===== src/rtl/teeter_pkg.sv =====
// Shared definitions for the teeter physics sequencer: FSM states, wall-hit bit
// positions and the default beam geometry also used by the game/display logic.
package teeter_pkg;

    typedef enum logic [2:0] {
        ST_IDLE,
        ST_WAIT_TICK,
        ST_REQ,
        ST_WAIT_ACC,
        ST_CALC_V,
        ST_CALC_P,
        ST_BOUND
    } seq_state_e;

    localparam int HIT_MIN = 0;
    localparam int HIT_MAX = 1;

    localparam int DEF_TICK_DIV    = 50000;
    localparam int DEF_ACC_TIMEOUT = 64;
    localparam int DEF_POS_SHIFT   = 8;

    // Accumulator units carry DEF_POS_SHIFT fractional bits (640 px beam).
    localparam logic signed [31:0] DEF_POS_MIN  = 32'sd0;
    localparam logic signed [31:0] DEF_POS_MAX  = 32'sd163840;
    localparam logic signed [31:0] DEF_POS_INIT = 32'sd81920;

endpackage


===== src/rtl/physics_tick_gen.sv =====
// Physics update tick: down-counter that pulses for one cycle at zero and reloads.
// Held at reload while disabled so a fresh enable always yields a full period.
module physics_tick_gen #(
    parameter int TICK_DIV = 50000
) (
    input  logic CLK,
    input  logic i_rst,
    input  logic i_enable,
    output logic o_tick
);
    localparam int            CW     = $clog2(TICK_DIV);
    localparam logic [CW-1:0] RELOAD = CW'(TICK_DIV - 1);

    logic [CW-1:0] cnt_q, cnt_d;

    always_comb begin
        cnt_d = cnt_q - 1'b1;
        if (!i_enable || cnt_q == '0) cnt_d = RELOAD;
    end

    always_ff @(posedge CLK) begin
        if (i_rst) cnt_q <= RELOAD;
        else       cnt_q <= cnt_d;
    end

    assign o_tick = i_enable && (cnt_q == '0);

endmodule


===== src/rtl/teeter_physics_sequencer.sv =====
// Per-tick physics step: sample tilt, strobe the velocity integrator, integrate
// velocity into the ball position and clamp it at the beam ends.
module teeter_physics_sequencer
    import teeter_pkg::*;
#(
    parameter int                 TICK_DIV    = DEF_TICK_DIV,
    parameter int                 ACC_TIMEOUT = DEF_ACC_TIMEOUT,
    parameter int                 POS_SHIFT   = DEF_POS_SHIFT,
    parameter logic signed [31:0] POS_MIN     = DEF_POS_MIN,
    parameter logic signed [31:0] POS_MAX     = DEF_POS_MAX,
    parameter logic signed [31:0] POS_INIT    = DEF_POS_INIT
) (
    input  logic               CLK,
    input  logic               i_rst,
    input  logic               i_enable,
    input  logic               i_restart,
    output logic               o_sample_req,
    input  logic               i_accel_valid,
    input  logic signed [7:0]  i_accel,
    output logic               o_calc_time,
    output logic signed [7:0]  o_accel,
    output logic               o_rst_v,
    input  logic signed [31:0] i_velocity,
    output logic signed [31:0] o_position,
    output logic               o_pos_valid,
    output logic [1:0]         o_hit_wall,
    output logic               o_sensor_err,
    output logic               o_overrun
);
    localparam int TW = $clog2(ACC_TIMEOUT + 1);

    seq_state_e         state_q, state_d;
    logic [TW-1:0]      tmo_q, tmo_d, tmo_inc;
    logic signed [7:0]  accel_q, accel_d;
    logic signed [31:0] acc_q, acc_d, acc_clamped, pos_q, pos_d;
    logic               pos_valid_q, pos_valid_d, rst_v_q, rst_v_d;
    logic [1:0]         hit_q, hit_d, hit_cmp;
    logic               err_q, err_d, ovr_q, ovr_d;
    logic               tick;

    physics_tick_gen #(.TICK_DIV(TICK_DIV)) u_tick (
        .CLK      (CLK),
        .i_rst    (i_rst),
        .i_enable (i_enable),
        .o_tick   (tick)
    );

    // Landing exactly on a bound is legal and not reported as a hit.
    always_comb begin
        acc_clamped = acc_q;
        hit_cmp     = '0;
        if (acc_q < POS_MIN) begin
            acc_clamped      = POS_MIN;
            hit_cmp[HIT_MIN] = 1'b1;
        end else if (acc_q > POS_MAX) begin
            acc_clamped      = POS_MAX;
            hit_cmp[HIT_MAX] = 1'b1;
        end
    end

    assign tmo_inc = tmo_q + 1'b1;

    always_comb begin
        state_d     = state_q;
        tmo_d       = tmo_q;
        accel_d     = accel_q;
        acc_d       = acc_q;
        pos_d       = pos_q;
        pos_valid_d = 1'b0;
        rst_v_d     = 1'b0;
        hit_d       = '0;
        err_d       = err_q;
        ovr_d       = ovr_q | (tick && state_q != ST_WAIT_TICK);

        case (state_q)
            ST_IDLE:      if (i_enable) state_d = ST_WAIT_TICK;
            ST_WAIT_TICK: begin
                if (tick)           state_d = ST_REQ;
                else if (!i_enable) state_d = ST_IDLE;
            end
            ST_REQ: begin
                tmo_d   = '0;
                state_d = ST_WAIT_ACC;
            end
            ST_WAIT_ACC: begin
                tmo_d = tmo_inc;
                if (i_accel_valid) begin
                    accel_d = i_accel;
                    state_d = ST_CALC_V;
                end else if (tmo_inc == TW'(ACC_TIMEOUT)) begin
                    accel_d = '0;
                    err_d   = 1'b1;
                    state_d = ST_CALC_V;
                end
            end
            ST_CALC_V: state_d = ST_CALC_P;
            ST_CALC_P: begin
                acc_d   = acc_q + i_velocity;
                state_d = ST_BOUND;
            end
            ST_BOUND: begin
                acc_d       = acc_clamped;
                pos_d       = acc_clamped >>> POS_SHIFT;
                pos_valid_d = 1'b1;
                hit_d       = hit_cmp;
                rst_v_d     = |hit_cmp;
                state_d     = i_enable ? ST_WAIT_TICK : ST_IDLE;
            end
            default: state_d = ST_IDLE;
        endcase

        // Restart aborts whatever is in flight and overrides a same-cycle wall hit.
        if (i_restart) begin
            state_d     = i_enable ? ST_WAIT_TICK : ST_IDLE;
            acc_d       = POS_INIT;
            pos_d       = POS_INIT >>> POS_SHIFT;
            pos_valid_d = 1'b1;
            rst_v_d     = 1'b1;
            hit_d       = '0;
        end
    end

    always_ff @(posedge CLK) begin
        if (i_rst) begin
            state_q     <= ST_IDLE;
            tmo_q       <= '0;
            accel_q     <= '0;
            acc_q       <= POS_INIT;
            pos_q       <= POS_INIT >>> POS_SHIFT;
            pos_valid_q <= 1'b0;
            rst_v_q     <= 1'b0;
            hit_q       <= '0;
            err_q       <= 1'b0;
            ovr_q       <= 1'b0;
        end else begin
            state_q     <= state_d;
            tmo_q       <= tmo_d;
            accel_q     <= accel_d;
            acc_q       <= acc_d;
            pos_q       <= pos_d;
            pos_valid_q <= pos_valid_d;
            rst_v_q     <= rst_v_d;
            hit_q       <= hit_d;
            err_q       <= err_d;
            ovr_q       <= ovr_d;
        end
    end

    assign o_sample_req = (state_q == ST_REQ);
    assign o_calc_time  = (state_q == ST_CALC_V);
    assign o_accel      = accel_q;
    assign o_position   = pos_q;
    assign o_pos_valid  = pos_valid_q;
    assign o_hit_wall   = hit_q;
    assign o_rst_v      = rst_v_q;
    assign o_sensor_err = err_q;
    assign o_overrun    = ovr_q;

endmodule


===== config.mk =====
export PLATFORM = sky130hd
export DESIGN_NAME = teeter_physics_sequencer
export DESIGN_NICKNAME = d
export VERILOG_FILES = /design/src/rtl/teeter_pkg.sv /design/src/rtl/physics_tick_gen.sv /design/src/rtl/teeter_physics_sequencer.sv
export SDC_FILE = /design/constraint.sdc
export NUM_CORES = 1
export LEC_CHECK = 0
export CORE_MARGIN = 2
export CORE_UTILIZATION = 53
export DETAILED_ROUTE_END_ITERATION = 7
export PLACE_DENSITY = 0.8
export SETUP_SLACK_MARGIN = 0.3
export SLEW_MARGIN = 20
export SYNTH_ARGS = -nofsm -noshare
export SYNTH_HDL_FRONTEND = slang
export SYNTH_SLANG_ARGS = --single-unit
export TNS_END_PERCENT = 100

===== constraint.sdc =====
create_clock -name CLK -period 3.4 [get_ports CLK]
set_input_delay 0.68 -clock CLK [delete_from_list [all_inputs] [get_ports CLK]]
set_output_delay 0.68 -clock CLK [all_outputs]
set_load 0.05 [all_outputs]

==> results of run 1 <==
==> report_power, final <==
group / internal [mW] / leakage [nW] / total [mW] / switching [mW]
combinational: 0.0950 / 1.71 / 0.225 / 0.130
sequential: 1.12 / 0.767 / 1.12 / 0.00612
clock: 0.289 / 0.101 / 0.739 / 0.450
==> cell type report <==
type / count / share of cell area
Clock buffer: 9 / 0.0191
Clock inverter: 7 / 0.0108
Inverter: 6 / 0.00348
Multi-Input combinational cell: 530 / 0.507
Sequential cell: 95 / 0.294
Tap cell: 133 / 0.0257
Timing Repair Buffer: 93 / 0.140
==> timing repair <==
item	in CTS	in global routing
setup buffers	0	1
setup endpoints to repair	0	3
resized for setup	0	4
==> final timing paths <==
check                                      from         endpoint  slack (ns)  cells after the start
worst min register to register  u_tick.cnt_q[0]  u_tick.cnt_q[0]        0.44                      1
worst min-delay path            u_tick.cnt_q[0]  u_tick.cnt_q[0]        0.44                      1
worst max register to register         acc_q[0]        acc_q[26]        0.75                     11
worst max-delay path              i_velocity[0]        acc_q[26]        0.37                     12
==> routing by layer <==
layer | GRT usage | share of wire | vias to the layer above
li1 | - | - | 2527
met1 | 0.314 | 0.46 | 2379
met2 | 0.414 | 0.47 | 174
met3 | 0.0388 | 0.054 | 20
met4 | 0.0888 | 0.018 | 0
met5 | 0 | 0 | -
==> Yosys cell counts, types with 5 or more instances <==
cell / n
a21o_1: 13
a21oi_1: 54
a22oi_1: 24
and3_1: 26
buf_4: 9
clkbuf_1: 26
dfxtp_1: 95
ha_1: 34
inv_1: 6
nand2_1: 67
nand2b_1: 6
nand3_1: 22
nand4_1: 8
nor2_1: 86
nor3_1: 23
nor4_1: 10
o21a_1: 5
o21ai_0: 28
o21ai_1: 10
or2_2: 7
xnor2_1: 22
xor2_1: 16
==> cells in the final DEF, fill, tap and decap left out, types with 3 or more instances in the layout <==
master,netlist,final
xnor2_1,22,22
o21a_1,5,5
a21oi_1,54,53
a22oi_1,24,24
nor3_1,23,22
conb_1,1,9
nor4_1,10,10
nor3_2,2,3
nand2b_1,6,6
nor2_1,86,86
nor2b_1,4,4
and3_1,26,26
clkdlybuf4s50_1,0,83
nand4_1,8,8
xor2_1,16,16
inv_1,6,6
a22o_1,3,3
o211ai_1,3,3
o21ai_0,28,28
nand2_1,67,67
a21o_1,13,13
ha_1,34,34
a31oi_1,4,4
inv_6,0,3
o21ai_1,10,10
buf_4,9,10
nand3_1,22,22
dfxtp_1,95,95
or2_2,7,7
clkbuf_8,0,9
nand3b_1,4,4
==> sequential cells by signal, indices dropped and copies added (netlist names), 2 cells and up <==
name and cells:
o_position 23, tmo_q 7, acc_q 32, o_hit_wall 2, o_accel 8, u_tick.cnt_q 16
state_q 3
==> cells by family after synthesis <==
logic type,count (synthesis),share of synthesized area
buffers and inverters,42,0.0359
AOI/OAI and AO/OA,175,0.218
other,1,0.000703
xor gates and xnor gates,38,0.0624
and+or+nand+nor,272,0.241
muxes,1,0.00188
DFF,95,0.357
adders and majority gates,35,0.0835
==> metrics by stage <==
stage	setup WS, ns	utilization	hold slack (ns)
3_5_place_dp	0.0335	0.640	0.417
4_1_cts	0.398	0.660	0.443
3_3_place_gp	0.0522	0.640	0.395
5_1_grt	0.279	0.663	0.471
6_report	0.374	0.663	0.437
2_1_floorplan	0.611	-	0.384
==> metrics.txt, run 1 <==
Routed WL=13,500 um; CTS tree=done; H-tree depth=3; Placer Congestion=0.911; Post-synth EDFFs=0; Final setup violation count=0; synth unique cells=61; Yosys warnings=0; placed insts=856; Setup CP Type=input port to flip-flop; cts hold-fix bufs=0; Max Cap Viol=0; Pleak=2.58 nW; Area growth syn-to-layout=21.4%; Overall Power=2.09 mW; grt ovf=0; CP max stage delay=0.41 ns; peak supply drop=0.225 mV; non-filler cells, final=873; Post-DP Area=6260 um2; Post-Layout Inst Area=6480 um2; clock-pin slew on the worst setup and hold paths=0.11 ns; Synth top area share=0.357; vias in the first global route=4,773; final slew viol count=0; Async SR Flop Fraction=0; vias per cell=5.84; layout cells sized above 1=0.0635; first-pass GRT wire length=22,200 um; status=finished clean; DRC=0; Layout fillers=846; antenna cell count=0; Power Density=322 nW/um2; clk sink count=95; CTS buffer count=9; Initial Util=0.546; crit path cell chain=clkdlybuf4s50_1 > ha_1 > fa_2 > a21o_1 > a221oi_2 > buf_4 > a21oi_1 > o21ai_2 > a211oi_2 > nor3_2 > xor2_1 > o21ai_1; die area=10,900 um2; CP Launch Type=input port; initial antenna violation count=0; Detailed Place HPWL=10,100 um; DRT iter0 DRCs=322; wire per inst=15.5 um; clk buf depth=2; Seq/Total Area, Yosys=0.357; synth top area cells=dfxtp_1 36%, ha_1 8.0%, nor2_1 6.1%; crit end category=flip-flop; ys flop type=dfxtp_1; Reg area=1900 um2; Cells after Synth=659; clock skew=0.0123 ns; multi-input logic area=3290 um2; unrepaired setup endpoints after global routing=false; gr usage total=0.244; Crit path max-delay family=compound AO/OA/AOI/OAI gates; Cell Rows=36; Root Buffer=clkbuf_8; post-route ant nets=0; Max Fclk=330 MHz; later-pin clock latency in the skew report=0.38 ns; Core Region=9770 um2; Worst Tran Pin Value=0.709 ns; Required @ worst endpoint=3.65 ns; Tcrit/Tclk final=0.890; fin nets=815; Ports=93; routed via count=5,100; worst min path class=flip-flop to flip-flop; setup TNS=0 ns; largest net degree at the start of global routing=28; buffering stage count on the worst path with inverters included=2; IO buf count=83; final critical-path required period=3.03 ns; Max-slew headroom=0.523; CP max stage cell=clkdlybuf4s50_1; area leader, netlist=dfxtp_1; Critical Path Fanout Max=4; Seq cells post-synth=95; Die Y=104 um; Final Hold Vio Count=0; Chip Width=104 um; synthesized cell area=5330 um2; Mapped Avg Cell Area=8.09 um2; Arr. time, crit path=3.28 ns; drt first pass iters=5
(Power assumes the default switching activity.)
==> run 2, diff against run 1 <==
--- a/config.mk
+++ b/config.mk
@@ -10,3 +10,3 @@
 export DETAILED_ROUTE_END_ITERATION = 7
-export PLACE_DENSITY = 0.8
+export PLACE_DENSITY = 0.85
 export SETUP_SLACK_MARGIN = 0.3
--- a/constraint.sdc
+++ b/constraint.sdc
@@ -3,2 +3,2 @@
 set_output_delay 0.68 -clock CLK [all_outputs]
-set_load 0.05 [all_outputs]
+set_load 0.02 [all_outputs]
==> run 2 against run 1 <==
Setup slack gained 0.15 ns. Critical path depth stayed put. Final cell count is 0.11% lower. Die area stayed put. Wire length grew 3.2%. Critical endpoint is now acc_q[30]. Global-route usage grew 0.64 points. Sequential power is essentially flat. Critical path type unchanged.
==> metrics.txt, run 2 (synthesized netlist as in run 1, its figures left out) <==
crit end category=flip-flop; Cell Rows=36; IO buf count=83; multi-input logic area=3280 um2; status=finished clean; later-pin clock latency in the skew report=0.37 ns; Required @ worst endpoint=3.64 ns; vias per cell=6.00; Chip Width=104 um; DRT iter0 DRCs=301; Die Y=104 um; max reg flops=32; Post-CTS Setup Bufs=0; Finished Core Util=0.665; H-tree depth=3; Tcrit/Tclk final=0.845; drt first pass iters=5; Power Density=336 nW/um2; unrepaired setup endpoints after global routing=false; Final Hold Vio Count=0; fin nets=814; final slew viol count=0; largest net degree at the start of global routing=35; commonest cells after routing, fill and taps aside=95 x dfxtp_1, 86 x nor2_1, 82 x clkdlybuf4s50_1; Placer Congestion=0.919; clk buf depth=2; vias in the first global route=4,872; Critical Path Fanout Max=4; worst min path class=flip-flop to flip-flop; initial antenna violation count=0; wire per inst=16.0 um; Setup CP Type=input port to flip-flop; Ports=93; Core Region=9770 um2; Largest Register=acc_q; setup TNS=0 ns; peak supply drop=0.174 mV; CP Launch Type=input port; Arr. time, crit path=3.12 ns; Pleak=2.59 nW; Reg area=1900 um2; post-route ant nets=0; Area growth syn-to-layout=22.0%; first-pass GRT wire length=22,700 um; clk sink count=95; Root Buffer=clkbuf_8; antenna cell count=0; Final setup violation count=0; Max-slew headroom=0.518; Detailed Place HPWL=10,500 um; Max Fclk=348 MHz; final critical-path required period=2.87 ns; routed via count=5,228; Initial Util=0.546; commonest non-fill, non-tap cell in the layout=dfxtp_1; die area=10,900 um2; Max Cap Viol=0; DRC=0; clock-pin slew on the worst setup and hold paths=0.10 ns; clock skew=0.0131 ns; CTS tree=done; Worst Tran Pin Value=0.716 ns; gr usage total=0.251; layout cells sized above 1=0.0609; Routed WL=13,900 um; CTS buffer count=9; Layout fillers=788; grt ovf=0
[run 2: per-stage QoR]
step / cell area (um2) / setup slack, ns / power, mW / hold WS, ns / std cells
after detailed placement: 6260 / 0.0341 / 1.35 / 0.432 / 856
after CTS: 6490 / 0.398 / 2.19 / 0.455 / 872
after floorplan: 5360 / 0.611 / 1.27 / 0.384 / 667
after global routing: 6500 / 0.384 / 2.26 / 0.474 / 872
final: 6500 / 0.527 / 2.19 / 0.449 / 872
after global placement: 6260 / 0.0502 / 1.35 / 0.396 / 856
[run 2: repair_timing]
action / 4_1_cts / 5_1_grt
resized for setup: 0 / 6
hold buffers: 0 / 0
endpoints found under the setup margin: 0 / 5
[run 2: worst max-delay path, cell delays in order]
cell and delay [ns]:
clkdlybuf4s50_1 0.45, fa_2 0.37, a21o_1 0.20, a221oi_2 0.27, buf_4 0.18, a21oi_2 0.07, o21ai_2 0.25, buf_4 0.16
a211oi_2 0.07, nor3_1 0.21, nand3b_1 0.14, a21oi_1 0.07
[run 2: final cells by class]
class | instances | share of cell area
Multi-Input combinational cell | 530 | 0.505
Clock buffer | 10 | 0.0196
Tap cell | 133 | 0.0256
Clock inverter | 6 | 0.0156
Inverter | 6 | 0.00346
Timing Repair Buffer | 92 | 0.139
Sequential cell | 95 | 0.292
[run 2: worst paths after layout]
check | start | to | slack, ns | depth (start not counted)
setup / recovery | i_velocity[1] | acc_q[30] | 0.53 | 12
hold / removal | u_tick.cnt_q[0] | u_tick.cnt_q[0] | 0.45 | 1
setup reg to reg | acc_q[0] | acc_q[30] | 0.72 | 12
hold reg to reg | u_tick.cnt_q[0] | u_tick.cnt_q[0] | 0.45 | 1
[run 2: power breakdown]
group,switching [mW],internal (mW)
logic,0.117,0.0946
clock network,0.427,0.426
registers,0.00575,1.12
[run 2: layer usage]
metal	global-route usage	routed length [um]	vias to the layer above
met5	0	0	-
met4	0.104	371	0
met3	0.0395	796	33
met2	0.430	6720	195
met1	0.312	6030	2476
li1	-	-	2524
==> run 3, diff against run 2 <==
CORE_UTILIZATION = 48   (was 53)
PLACE_DENSITY = 0.82   (was 0.85)
clock period = 2.3 ns   (was 3.4 ns; I/O delays follow)
==> run 3 against run 2 <==
Wire length is 30% higher. Sequential share of layout area down 6.0 points. Setup slack got worse by 0.77 ns. Non-clock buffer count rose by 134. The run now ends with negative setup slack left.
==> metrics.txt, run 3 (synthesized netlist as in run 1, its figures left out) <==
status=complete, but fails checks; violated checks=negative setup slack; DRT iter0 DRCs=467; DRC=0; Root Buffer=clkbuf_8; CTS buffer count=9; final critical-path required period=2.54 ns; Initial Util=0.492; Largest Register=acc_q; IO buf count=83; setup TNS=-1.32 ns; wire per inst=17.8 um; placed insts=971; Power Density=392 nW/um2; vias per cell=5.83; Cell Rows=38; post-route ant nets=0; crit path cell chain=ha_4 > fa_2 > a21o_1 > a221oi_4 > o41a_1 > buf_4 > and3_4 > o21ai_2 > xor2_1 > nand2_1 > a21oi_2; Reg power frac=0.509; Final setup violation count=15; Die Y=109 um; Ports=93; worst min path class=flip-flop to flip-flop; Combinational Power Share=0.143; commonest non-fill, non-tap cell in the layout=buf_4; fin nets=948; Pleak=3.35 nW; initial antenna violation count=0; H-tree depth=3; CP max stage cell=fa_2; Arr. time, crit path=2.85 ns; routed via count=5,909; hold slack=0.436 ns; Int Power=2.38 mW; commonest cells after routing, fill and taps aside=123 x buf_4, 83 x nor2_1, 83 x dfxtp_1; Sw Share=0.265; Core Region=10,800 um2; Max Cap Viol=0; largest net degree at the start of global routing=26; vias in the first global route=5,750; Placer Congestion=0.940; CTS tree=done; clk sink count=95; later-pin clock latency in the skew report=0.37 ns; crit end category=flip-flop; Tcrit/Tclk final=1.10; final slew viol count=0; net switching power=0.858 mW; Area growth syn-to-layout=55.0%; CP max stage delay=0.38 ns; Setup CP Type=flip-flop to flip-flop; Chip Width=109 um; max reg flops=32; Worst Tran Pin Value=0.601 ns; cts hold-fix bufs=0; Clock Power Share=0.348; grt ovf=0; Max-slew headroom=0.598; Crit path max-delay family=compound AO/OA/AOI/OAI gates; drt first pass iters=5; layout cells sized above 1=0.322; clock-pin slew on the worst setup and hold paths=0.10 ns; Detailed Place HPWL=11,800 um; die area=12,000 um2; Critical Path Fanout Max=3; Max Fclk=394 MHz; CP Launch Type=flip-flop; Final Hold Vio Count=0; Required @ worst endpoint=2.61 ns; unrepaired setup endpoints after global routing=true; gr usage total=0.284; clk buf depth=2; clock skew=0.0183 ns; antenna cell count=0; non-filler cells, final=1,013; Routed WL=18,000 um; buffering stage count on the worst path with inverters included=1; peak supply drop=0.315 mV; first-pass GRT wire length=26,800 um; fin worst setup slack=-0.240 ns
[run 3: cell count changes in the layout (fill, tap and decap cells not counted), moves of 15 or more]
cell,change
a21oi_1,-16
clkdlybuf4s50_1,-16
buf_6,+18
ha_4,+19
ha_1,-18
o21ai_0,-15
buf_4,+114
[run 3: cell type report]
class | instances | area [um2]
Clock buffer | 10 | 128
Timing Repair Buffer | 226 | 1980
Sequential cell | 95 | 1920
Fill cell | 696 | 2570
Multi-Input combinational cell | 530 | 3970
Clock inverter | 6 | 68.8
Inverter | 6 | 22.5
Tap cell | 140 | 175
[run 3: what timing repair did]
item	4_1_cts	5_1_grt
buffers inserted	17	8
endpoints found under the setup margin	41	61
gates cloned	0	1
resized for setup	118	49
pin swaps	55	43
[run 3: path summary, 6_finish.rpt]
check | from | end | slack (ns) | cells past startpoint
max reg2reg | acc_q[0] | acc_q[28] | -0.24 | 11
min | u_tick.cnt_q[0] | u_tick.cnt_q[0] | 0.44 | 1
max | acc_q[0] | acc_q[28] | -0.24 | 11
min reg2reg | u_tick.cnt_q[0] | u_tick.cnt_q[0] | 0.44 | 1
[run 3: power groups by stage]
stage / clock network (mW) / registers, mW / logic (mW)
after CTS: 1.11 / 1.65 / 0.431
final: 1.13 / 1.65 / 0.463
after detailed placement: 0 / 1.69 / 0.396
after global placement: 0 / 1.69 / 0.386
after global routing: 1.20 / 1.65 / 0.494
after floorplan: 0 / 1.69 / 0.194
[run 3: through the flow]
stage	instance area [um2]	utilization	total power, mW	worst slack, ns
floorplan	5450	-	1.89	-0.0817
global placement	7180	0.662	2.08	-0.722
detailed placement	7180	0.662	2.09	-0.763
CTS	7960	0.734	3.19	-0.168
global route	8270	0.763	3.34	-0.335
finish	8270	0.763	3.24	-0.240
[run 3: layer usage]
metal	vias to the layer above	track usage	part of all wire
met5	-	0	0
met4	0	0.100	0.030
met3	55	0.0533	0.071
met2	282	0.506	0.49
met1	2783	0.340	0.40
li1	2789	-	-
